### config.mk
export PLATFORM = sky130hd
export DESIGN_NAME = vec_dot_seq_flat
export DESIGN_NICKNAME = d
export VERILOG_FILES = /design/src/rtl/vec_dot_seq_if.sv /design/src/rtl/vec_dot_seq.sv /design/src/flat_wrapper.sv
export SDC_FILE = /design/constraint.sdc
export NUM_CORES = 1
export LEC_CHECK = 0
export ABC_AREA = 1
export BUFFER_PORTS_ARGS = -buffer_cell sky130_fd_sc_hd__buf_2
export CAP_MARGIN = 20
export CORE_MARGIN = 4
export CORE_UTILIZATION = 60
export DETAILED_ROUTE_END_ITERATION = 16
export GPL_TIMING_DRIVEN = 1
export PLACE_DENSITY_LB_ADDON = 0.15
export SYNTH_ARGS = -nofsm -noshare
export SYNTH_HDL_FRONTEND = slang
export SYNTH_SLANG_ARGS = --single-unit
### constraint.sdc
create_clock -name clk -period 6.2 [get_ports clk]
set_clock_uncertainty 0.1 [all_clocks]
set_input_delay 0.62 -clock clk [delete_from_list [all_inputs] [get_ports clk]]
set_output_delay 0.62 -clock clk [all_outputs]
set_load 0.02 [all_outputs]
### src/rtl/vec_dot_seq_if.sv
// Port bundle between the dot-product sequencer, its operand buffers and the PE.
// master is the sequencer side; slave is the controller/buffer/PE side.
interface vec_dot_seq_if #(
    parameter int ADDR_W = 10
);
    logic                     start;
    logic                     busy;
    logic                     done;
    logic signed [15:0]       result;
    logic                     sat;
    logic                     err;
    logic                     mem_rd;
    logic        [ADDR_W-1:0] mem_addr;
    logic signed [15:0]       mem_a_rdata;
    logic signed [15:0]       mem_b_rdata;
    logic                     pe_rst;
    logic                     pe_en;
    logic signed [15:0]       vec_a;
    logic signed [15:0]       vec_b;
    logic signed [15:0]       pe_dot;
    logic                     pe_finish;

    modport master (
        input  start,
        output busy, done, result, sat, err,
        output mem_rd, mem_addr,
        input  mem_a_rdata, mem_b_rdata,
        output pe_rst, pe_en, vec_a, vec_b,
        input  pe_dot, pe_finish
    );

    modport slave (
        output start,
        input  busy, done, result, sat, err,
        input  mem_rd, mem_addr,
        output mem_a_rdata, mem_b_rdata,
        input  pe_rst, pe_en, vec_a, vec_b,
        output pe_dot, pe_finish
    );
endinterface

### src/rtl/vec_dot_seq.sv
// Streams VEC_LEN operand pairs through a Q1.14 multiply PE and accumulates the
// products into one saturated Q1.14 dot product.
module vec_dot_seq #(
    parameter int VEC_LEN = 784,
    parameter int ADDR_W  = 10,
    parameter int ACC_W   = 32
) (
    input  logic          clk,
    input  logic          rst,
    vec_dot_seq_if.master bus
);
    typedef enum logic [1:0] {IDLE, RUN, DRAIN, DONE} state_t;

    localparam logic        [ADDR_W-1:0] LAST_ADDR = ADDR_W'(VEC_LEN - 1);
    localparam logic signed [ACC_W-1:0]  SAT_MAX   = ACC_W'(32767);
    localparam logic signed [ACC_W-1:0]  SAT_MIN   = -(ACC_W'(32768));

    state_t                    state, state_nxt;
    logic                      accept;
    logic                      last_issue;
    logic                      drained;
    logic        [ADDR_W-1:0]  addr;
    // [0] operands returned by the buffers, [1] operands at the PE, [2] product at pe_dot
    logic        [2:0]         vld_pipe;
    logic signed [ACC_W-1:0]   acc, acc_nxt;
    logic signed [15:0]        result_q, result_nxt;
    logic                      sat_q, sat_nxt;
    logic                      err_q;
    logic                      pe_clr;
    logic signed [15:0]        vec_a_q, vec_b_q;

    assign last_issue = (addr == LAST_ADDR);
    assign drained    = (vld_pipe[1:0] == 2'b00);

    always_comb begin
        state_nxt = state;
        accept    = 1'b0;
        case (state)
            IDLE: if (bus.start) begin
                state_nxt = RUN;
                accept    = 1'b1;
            end
            RUN:   if (last_issue) state_nxt = DRAIN;
            DRAIN: if (drained) state_nxt = DONE;
            DONE:  state_nxt = IDLE;
            default: state_nxt = IDLE;
        endcase
    end

    // The last product lands on the same edge that enters DONE, so saturate the
    // post-accumulate value rather than the register.
    always_comb begin
        acc_nxt = acc;
        if (vld_pipe[2])
            acc_nxt = acc + {{(ACC_W-16){bus.pe_dot[15]}}, bus.pe_dot};
        result_nxt = acc_nxt[15:0];
        sat_nxt    = 1'b0;
        if (acc_nxt > SAT_MAX) begin
            result_nxt = 16'sh7fff;
            sat_nxt    = 1'b1;
        end else if (acc_nxt < SAT_MIN) begin
            result_nxt = -16'sh8000;
            sat_nxt    = 1'b1;
        end
    end

    always_ff @(posedge clk) begin
        if (rst) begin
            state    <= IDLE;
            addr     <= '0;
            vld_pipe <= '0;
            acc      <= '0;
            result_q <= '0;
            sat_q    <= 1'b0;
            err_q    <= 1'b0;
            pe_clr   <= 1'b1;
            vec_a_q  <= '0;
            vec_b_q  <= '0;
        end else begin
            state    <= state_nxt;
            pe_clr   <= accept;
            vld_pipe <= {vld_pipe[1:0], (state == RUN)};

            if (vld_pipe[0]) begin
                vec_a_q <= bus.mem_a_rdata;
                vec_b_q <= bus.mem_b_rdata;
            end

            if (accept || state == DONE)
                addr <= '0;
            else if (state == RUN && !last_issue)
                addr <= addr + 1'b1;

            acc <= accept ? '0 : acc_nxt;

            if (accept)
                err_q <= 1'b0;
            else if (vld_pipe[2] && !bus.pe_finish)
                err_q <= 1'b1;

            if (state == DRAIN && drained) begin
                result_q <= result_nxt;
                sat_q    <= sat_nxt;
            end
        end
    end

    assign bus.busy     = (state != IDLE);
    assign bus.done     = (state == DONE);
    assign bus.result   = result_q;
    assign bus.sat      = sat_q;
    assign bus.err      = err_q;
    assign bus.mem_rd   = (state == RUN);
    assign bus.mem_addr = addr;
    assign bus.pe_rst   = pe_clr;
    assign bus.pe_en    = vld_pipe[1];
    assign bus.vec_a    = vec_a_q;
    assign bus.vec_b    = vec_b_q;
endmodule

### src/flat_wrapper.sv
// flat-port wrapper written by rule: the top's interface ports become plain ports
module vec_dot_seq_flat 
#(
    parameter int VEC_LEN = 784,
    parameter int ADDR_W  = 10,
    parameter int ACC_W   = 32
)
  (clk, rst, bus_start, bus_busy, bus_done, bus_result, bus_sat, bus_err, bus_mem_rd, bus_mem_addr, bus_mem_a_rdata, bus_mem_b_rdata, bus_pe_rst, bus_pe_en, bus_vec_a, bus_vec_b, bus_pe_dot, bus_pe_finish);
  vec_dot_seq_if #(.ADDR_W(ADDR_W)) bus_i ();
  input  logic clk;
  input  logic rst;
  input wire logic [$bits(bus_i.start)-1:0] bus_start;
  output wire logic [$bits(bus_i.busy)-1:0] bus_busy;
  output wire logic [$bits(bus_i.done)-1:0] bus_done;
  output wire logic [$bits(bus_i.result)-1:0] bus_result;
  output wire logic [$bits(bus_i.sat)-1:0] bus_sat;
  output wire logic [$bits(bus_i.err)-1:0] bus_err;
  output wire logic [$bits(bus_i.mem_rd)-1:0] bus_mem_rd;
  output wire logic [$bits(bus_i.mem_addr)-1:0] bus_mem_addr;
  input wire logic [$bits(bus_i.mem_a_rdata)-1:0] bus_mem_a_rdata;
  input wire logic [$bits(bus_i.mem_b_rdata)-1:0] bus_mem_b_rdata;
  output wire logic [$bits(bus_i.pe_rst)-1:0] bus_pe_rst;
  output wire logic [$bits(bus_i.pe_en)-1:0] bus_pe_en;
  output wire logic [$bits(bus_i.vec_a)-1:0] bus_vec_a;
  output wire logic [$bits(bus_i.vec_b)-1:0] bus_vec_b;
  input wire logic [$bits(bus_i.pe_dot)-1:0] bus_pe_dot;
  input wire logic [$bits(bus_i.pe_finish)-1:0] bus_pe_finish;
  assign bus_i.start = bus_start;
  assign bus_busy = bus_i.busy;
  assign bus_done = bus_i.done;
  assign bus_result = bus_i.result;
  assign bus_sat = bus_i.sat;
  assign bus_err = bus_i.err;
  assign bus_mem_rd = bus_i.mem_rd;
  assign bus_mem_addr = bus_i.mem_addr;
  assign bus_i.mem_a_rdata = bus_mem_a_rdata;
  assign bus_i.mem_b_rdata = bus_mem_b_rdata;
  assign bus_pe_rst = bus_i.pe_rst;
  assign bus_pe_en = bus_i.pe_en;
  assign bus_vec_a = bus_i.vec_a;
  assign bus_vec_b = bus_i.vec_b;
  assign bus_i.pe_dot = bus_pe_dot;
  assign bus_i.pe_finish = bus_pe_finish;
  vec_dot_seq #(.VEC_LEN(VEC_LEN), .ADDR_W(ADDR_W), .ACC_W(ACC_W)) u_core (.clk(clk), .rst(rst), .bus(bus_i));
endmodule
# Yosys cells after proc, flatten, opt, wreduce, memory -nomap -nowiden
# Index checks and enable logic that the tools add are counted.
# totals
ff_bits	98
output_inout_bits	65
wordCells	44
# classes
eq_ne	7
n_lt_le_gt_ge	2
add_sub_neg	2
mux	11
n_reduce_logical	12
# op_table
cell	n
adder 32 bit	1
> comparator 32 x 16 -> 1 bit, second input constant	1
less-than comparator 32 x 16 -> 1 bit, second input constant	1
2-to-1 mux 16 bit	2
2-to-1 mux 32 bit	1
adder 10 x 1 -> 10 bit, second input constant	1
== test 10 bit, second input constant	1
one-hot mux 2 bit (4 select lines)	1
2-to-1 mux 2 bit	3
== test 2 bit, second input constant	2
logical NOT 2 bit	2
2-to-1 mux 1 bit	4
!= test 2 x 1 -> 1 bit, second input constant	2
OR reduction 2 bit	2
logical AND 1 bit	3
AND reduction 3 bit	1
== test 2 x 1 -> 1 bit, second input constant	1
logical NOT 1 bit	2
!= test 2 bit, second input constant	1
nonzero test 2 bit	1
logical OR 1 bit	1

# Depth between registers and ports, before layout
# logic_depth
word_depth	5
mapped_depth	23

# Worst setup path before layout
# OpenSTA, ideal clock, no wires.
# synth_path
kind	input -> register
startpoint	in bus_pe_dot[0]
endpoint	reg u_core.result_q[10], in the netlist u_core.bus.result[10]
setup_ns	0.122
slack_ns	3.323
t_required_ns	5.978
arrival_time_ns	2.656
cell_stages	20
n_path_buf	1
cell_sequence	ha_1 -> inv_1 -> fa_1 -> inv_1 -> nand3_1 -> nand2_2 -> nand3_1 -> nand3b_2 -> nand2_1 -> nand2_1 -> nand2_1 -> nand3_1 -> nand2_1 -> inv_1 -> nand2_1 -> nor2_1 -> nand4_2 -> a21oi_4 -> buf_12 -> a21oi_2
# synth_via
elab_chain_cells	5
# synth_rtl
element	line_no	rtl
start, declared	flat_wrapper.sv:26	input wire logic [$bits(bus_i.pe_dot)-1:0] bus_pe_dot;
adder 32 bit (*)	vec_dot_seq.sv:55	acc_nxt = acc + {{(ACC_W-16){bus.pe_dot[15]}}, bus.pe_dot};
2-to-1 mux 32 bit (*)	vec_dot_seq.sv:54	if (vld_pipe[2])
less-than comparator 32 x 16 -> 1 bit	vec_dot_seq.sv:61	end else if (acc_nxt < SAT_MIN) begin
2-to-1 mux 16 bit	vec_dot_seq.sv:61	
2-to-1 mux 16 bit (*)	vec_dot_seq.sv:58	if (acc_nxt > SAT_MAX) begin
end signal, assigned	vec_dot_seq.sv:102	result_q <= result_nxt;
end, declared	vec_dot_seq.sv:26	logic signed [15:0] result_q, result_nxt;
# Mark *: on every way between the ends. The rest lies on a longest branch, timed or not.
# A chain may end at the register's enable or synchronous reset.

# Worst setup path in the final report
# layout_path
startpoint	in bus_pe_dot[15]
endpoint	reg u_core.result_q[0], in the netlist u_core.bus.result[0]
# Same word-level chain as after synthesis.

==> run_results.csv <==
group,metric,value,unit
place,placed_cell_area,7279,µm²
timing,fin_tns_setup,0,ps
worst_hold_path,hold_path.class,"input pin to register",
drt,dr.pass1.iters,5,
power_and_ir_drop,power_density,272.3,nW/µm²
cts,cts_buffer_depth,2,
power_and_ir_drop,power.share.sequential,38.9,%
yosys,synth_area,6616,µm²
place,dpl.hpwl,13.38,mm
die,dieWidth,113.0,µm
drt,ant_nets,0,
cts,cts_buffers,9,
critical_path,arrival,3500,ps
critical_path,end_kind,"register",
critical_path,crit_path_cell_trace,"buf_2 -> ha_1 -> inv_1 -> o21ai_0 -> nor2_1 -> nand2_1 -> a21oi_1 -> nand2_1 -> nand2_1 -> nand3_1 -> nand2_2 -> nand2_1 -> nor2_1 -> nand4_2 -> a21oi_4 -> a21oi_1",
power_and_ir_drop,clockPowerShare,23.6,%
die,dieHeight,113.0,µm
power_and_ir_drop,p_switching,0.0008146,W
critical_path,worst-path-max-fanout,17,
power_and_ir_drop,switching_share,39.73,%
global_routing,track_usage,27.37,%
drt,wl_per_cell,13.12,µm
place,globalplace.congestion,0.9606,
timing,slew_headroom,39.18,%
cts,tritoncts,"done",
power_and_ir_drop,intPower,0.001236,W
yosys,ys.flop_type,"dfxtp_1",
die,num_io_pins,117,
global_routing,grt_max_degree,68,
critical_path,cpMostUsedCell,"nand2_1",
timing,layout_min_cycle_time,3358,ps
critical_path,max_stage_delay,500,ps
cts,clk_latency,370,ps
final_layout,stdcell_count,1317,
global_routing,met3_usage,5.829,%
power_and_ir_drop,combinationalPowerShare,37.6,%
yosys,syn_inst,1067,
cts,path_clk_slew,100,ps
yosys,postSynth.asyncResetShare,0,%
drt,drc,0,
yosys,synth_seq_area_share,29.65,%
timing,worstMarginPinSlew,906.7,ps
critical_path,cp.required,6340,ps
yosys,avgSynthCellArea,6.201,µm²
cts,cts.sinks,98,
drt,vias,6668,
die,core,10790,µm²
global_routing,overflow,0,
timing,report.final.slew_viol_count,0,
timing,fin_crit_sh,54.16,%
status,status,"finished, final reports clean",
critical_path,path_class,"input pin to register",
global_routing,busiest_layer,"met2",
yosys,synth_nets,1157,
cts,root_buffer,"clkbuf_8",
drt,drt_wl_total,17.29,mm
power_and_ir_drop,leakage,4.243,nW
global_routing,met2_usage,43.80,%
critical_path,critPathLaunchType,"input pin",
place,place_inst,1300,
cts,postCtsHoldBufs,0,
run,cap_violations,0,
global_routing,first_global_vias,6197,
place,numPortBuffers,116,
global_routing,grt_pass1_wl,28.77,mm
global_routing,grt_util_met1,37.25,%
yosys,ys_types,38,
die,initial_core_util,61.30,%
final_layout,finalInstanceArea,7530,µm²
yosys,ys_ff_latch,98,
drt,viasPerCell,5.063,
final_layout,area_growth,13.80,%
die,die_area,12770,µm²
cts,ctsResizeCount,0,
timing,hold_violations,0,
cts,cts_setup_buffers,0,
final_layout,fin_nets,1262,
critical_path,slowest_stage,"a21oi_4",
yosys,ys_warn_count,0,
final_layout,n_antenna_cell,0,
final_layout,drive_gt1_share,18.69,%
yosys,synth_edf_count,0,
timing,fmax,0.2978,GHz
timing,finalSetupViolCount,0,
global_routing,antenna_found_initial,0,
drt,drtIter0Drc,459,
timing,rsz0062_at_grt,"no",
cts,h-tree-depth,3,
power_and_ir_drop,ir_drop,226.6,µV
die,row_count,38,
## path summary, 6_finish.rpt
path / startpoint / to / slack (ps) / depth (start not counted)
hold / removal: bus_mem_b_rdata[12] / u_core.bus.vec_b[12] / 360 / 3
hold reg to reg: u_core.vld_pipe[1] / u_core.vld_pipe[2] / 370 / 2
setup reg to reg: u_core.acc[0] / u_core.bus.result[0] / 2940 / 19
setup / recovery: bus_pe_dot[15] / u_core.bus.result[0] / 2840 / 16
## power by group through the flow
stage	clock (W)	combinational [W]	sequential [W]
detailed placement	0	0.000763	0.000806
global placement	0	0.000741	0.000806
CTS	0.000491	0.000769	0.000796
floorplan	0	0.000434	0.000911
finish	0.000484	0.000770	0.000797
global route	0.000519	0.000855	0.000810
## flip-flops by register name, summed over array words and instances (netlist names), 2 cells and up
register             count
u_core.acc              32
u_core.bus.mem_addr     10
u_core.bus.result       16
u_core.bus.vec_a        16
u_core.bus.vec_b        16
u_core.state             2
u_core.vld_pipe          3
## layer usage
layer | vias to the layer above | routed length [µm]
li1 | 3506 | -
met1 | 2883 | 7829
met2 | 243 | 7544
met3 | 36 | 1513
met4 | 0 | 396
met5 | - | 0
## final cells by class
class / instances / area [µm²]
clock buffers: 10 / 137.6
inverters: 166 / 623.1
fillers: 1023 / 3263
repair buffers: 121 / 645.6
well taps: 140 / 175.2
flip-flops and latches: 98 / 1963
multi-input cells: 776 / 3887
clock inverters: 6 / 97.59
## worst max-delay path, delay by kind of cell
kind                       cells  cell delay (ps)
buffers and inverters          2              470
adders and majority gates      1              370
AOI/OAI and AO/OA              4             1040
and+or+nand+nor                9              970
## cell usage in the layout (no fill, tap or decap), types with 3 or more instances in the layout
| master | Yosys | layout |
|---|---|---|
| a21oi_1 | 33 | 33 |
| buf_2 | 2 | 116 |
| nand3_1 | 54 | 54 |
| nand2_2 | 25 | 25 |
| nor2_1 | 157 | 157 |
| xnor2_1 | 8 | 8 |
| or2_2 | 23 | 23 |
| nand4_1 | 4 | 4 |
| xor2_1 | 8 | 8 |
| buf_4 | 2 | 3 |
| o21ai_0 | 64 | 64 |
| a21oi_2 | 11 | 11 |
| clkbuf_8 | 0 | 10 |
| nand2_1 | 314 | 314 |
| nor3_1 | 7 | 7 |
| nor2_2 | 6 | 6 |
| inv_1 | 161 | 161 |
| ha_1 | 37 | 37 |
| inv_2 | 3 | 3 |
| dfxtp_1 | 98 | 97 |
| nand4_2 | 3 | 3 |
## stage by stage
step	total power [W]	utilization, %	hold WS (ps)	worst slack (ps)
4_1_cts	0.002056	69.63	352.4	2948
6_report	0.002051	69.77	361.6	2842
3_3_place_gp	0.001547	67.19	347.8	2578
2_1_floorplan	0.001345	-	371.0	3323
5_1_grt	0.002184	69.77	354.3	2582
3_5_place_dp	0.001570	67.45	345.9	2584
## synth_stat cells, types with 3 or more instances
library cell,count,area [µm²]
nand2_1,314,1179
inv_1,161,604.3
nor2_1,157,589.3
dfxtp_1,98,1962
o21ai_0,64,320.3
nand3_1,54,270.3
ha_1,37,462.9
a21oi_1,33,165.2
nand2_2,25,156.4
or2_2,23,143.9
clkbuf_1,21,78.83
a21oi_2,11,96.34
xnor2_1,8,70.07
xor2_1,8,70.07
nor3_1,7,35.03
nor2_2,6,37.54
nand4_1,4,25.02
inv_2,3,11.26
nand4_2,3,37.54
## cell families after synthesis
| kind of cell | after synthesis | synth area share [%] |
|---|---|---|
| AOI/OAI and AO/OA | 119 | 10.25 |
| xor gates and xnor gates | 16 | 2.118 |
| adders and majority gates | 38 | 7.299 |
| buffers and inverters | 193 | 11.59 |
| DFF | 98 | 29.65 |
| and+or+nand+nor | 603 | 39.09 |
(Power assumes the default switching activity.)
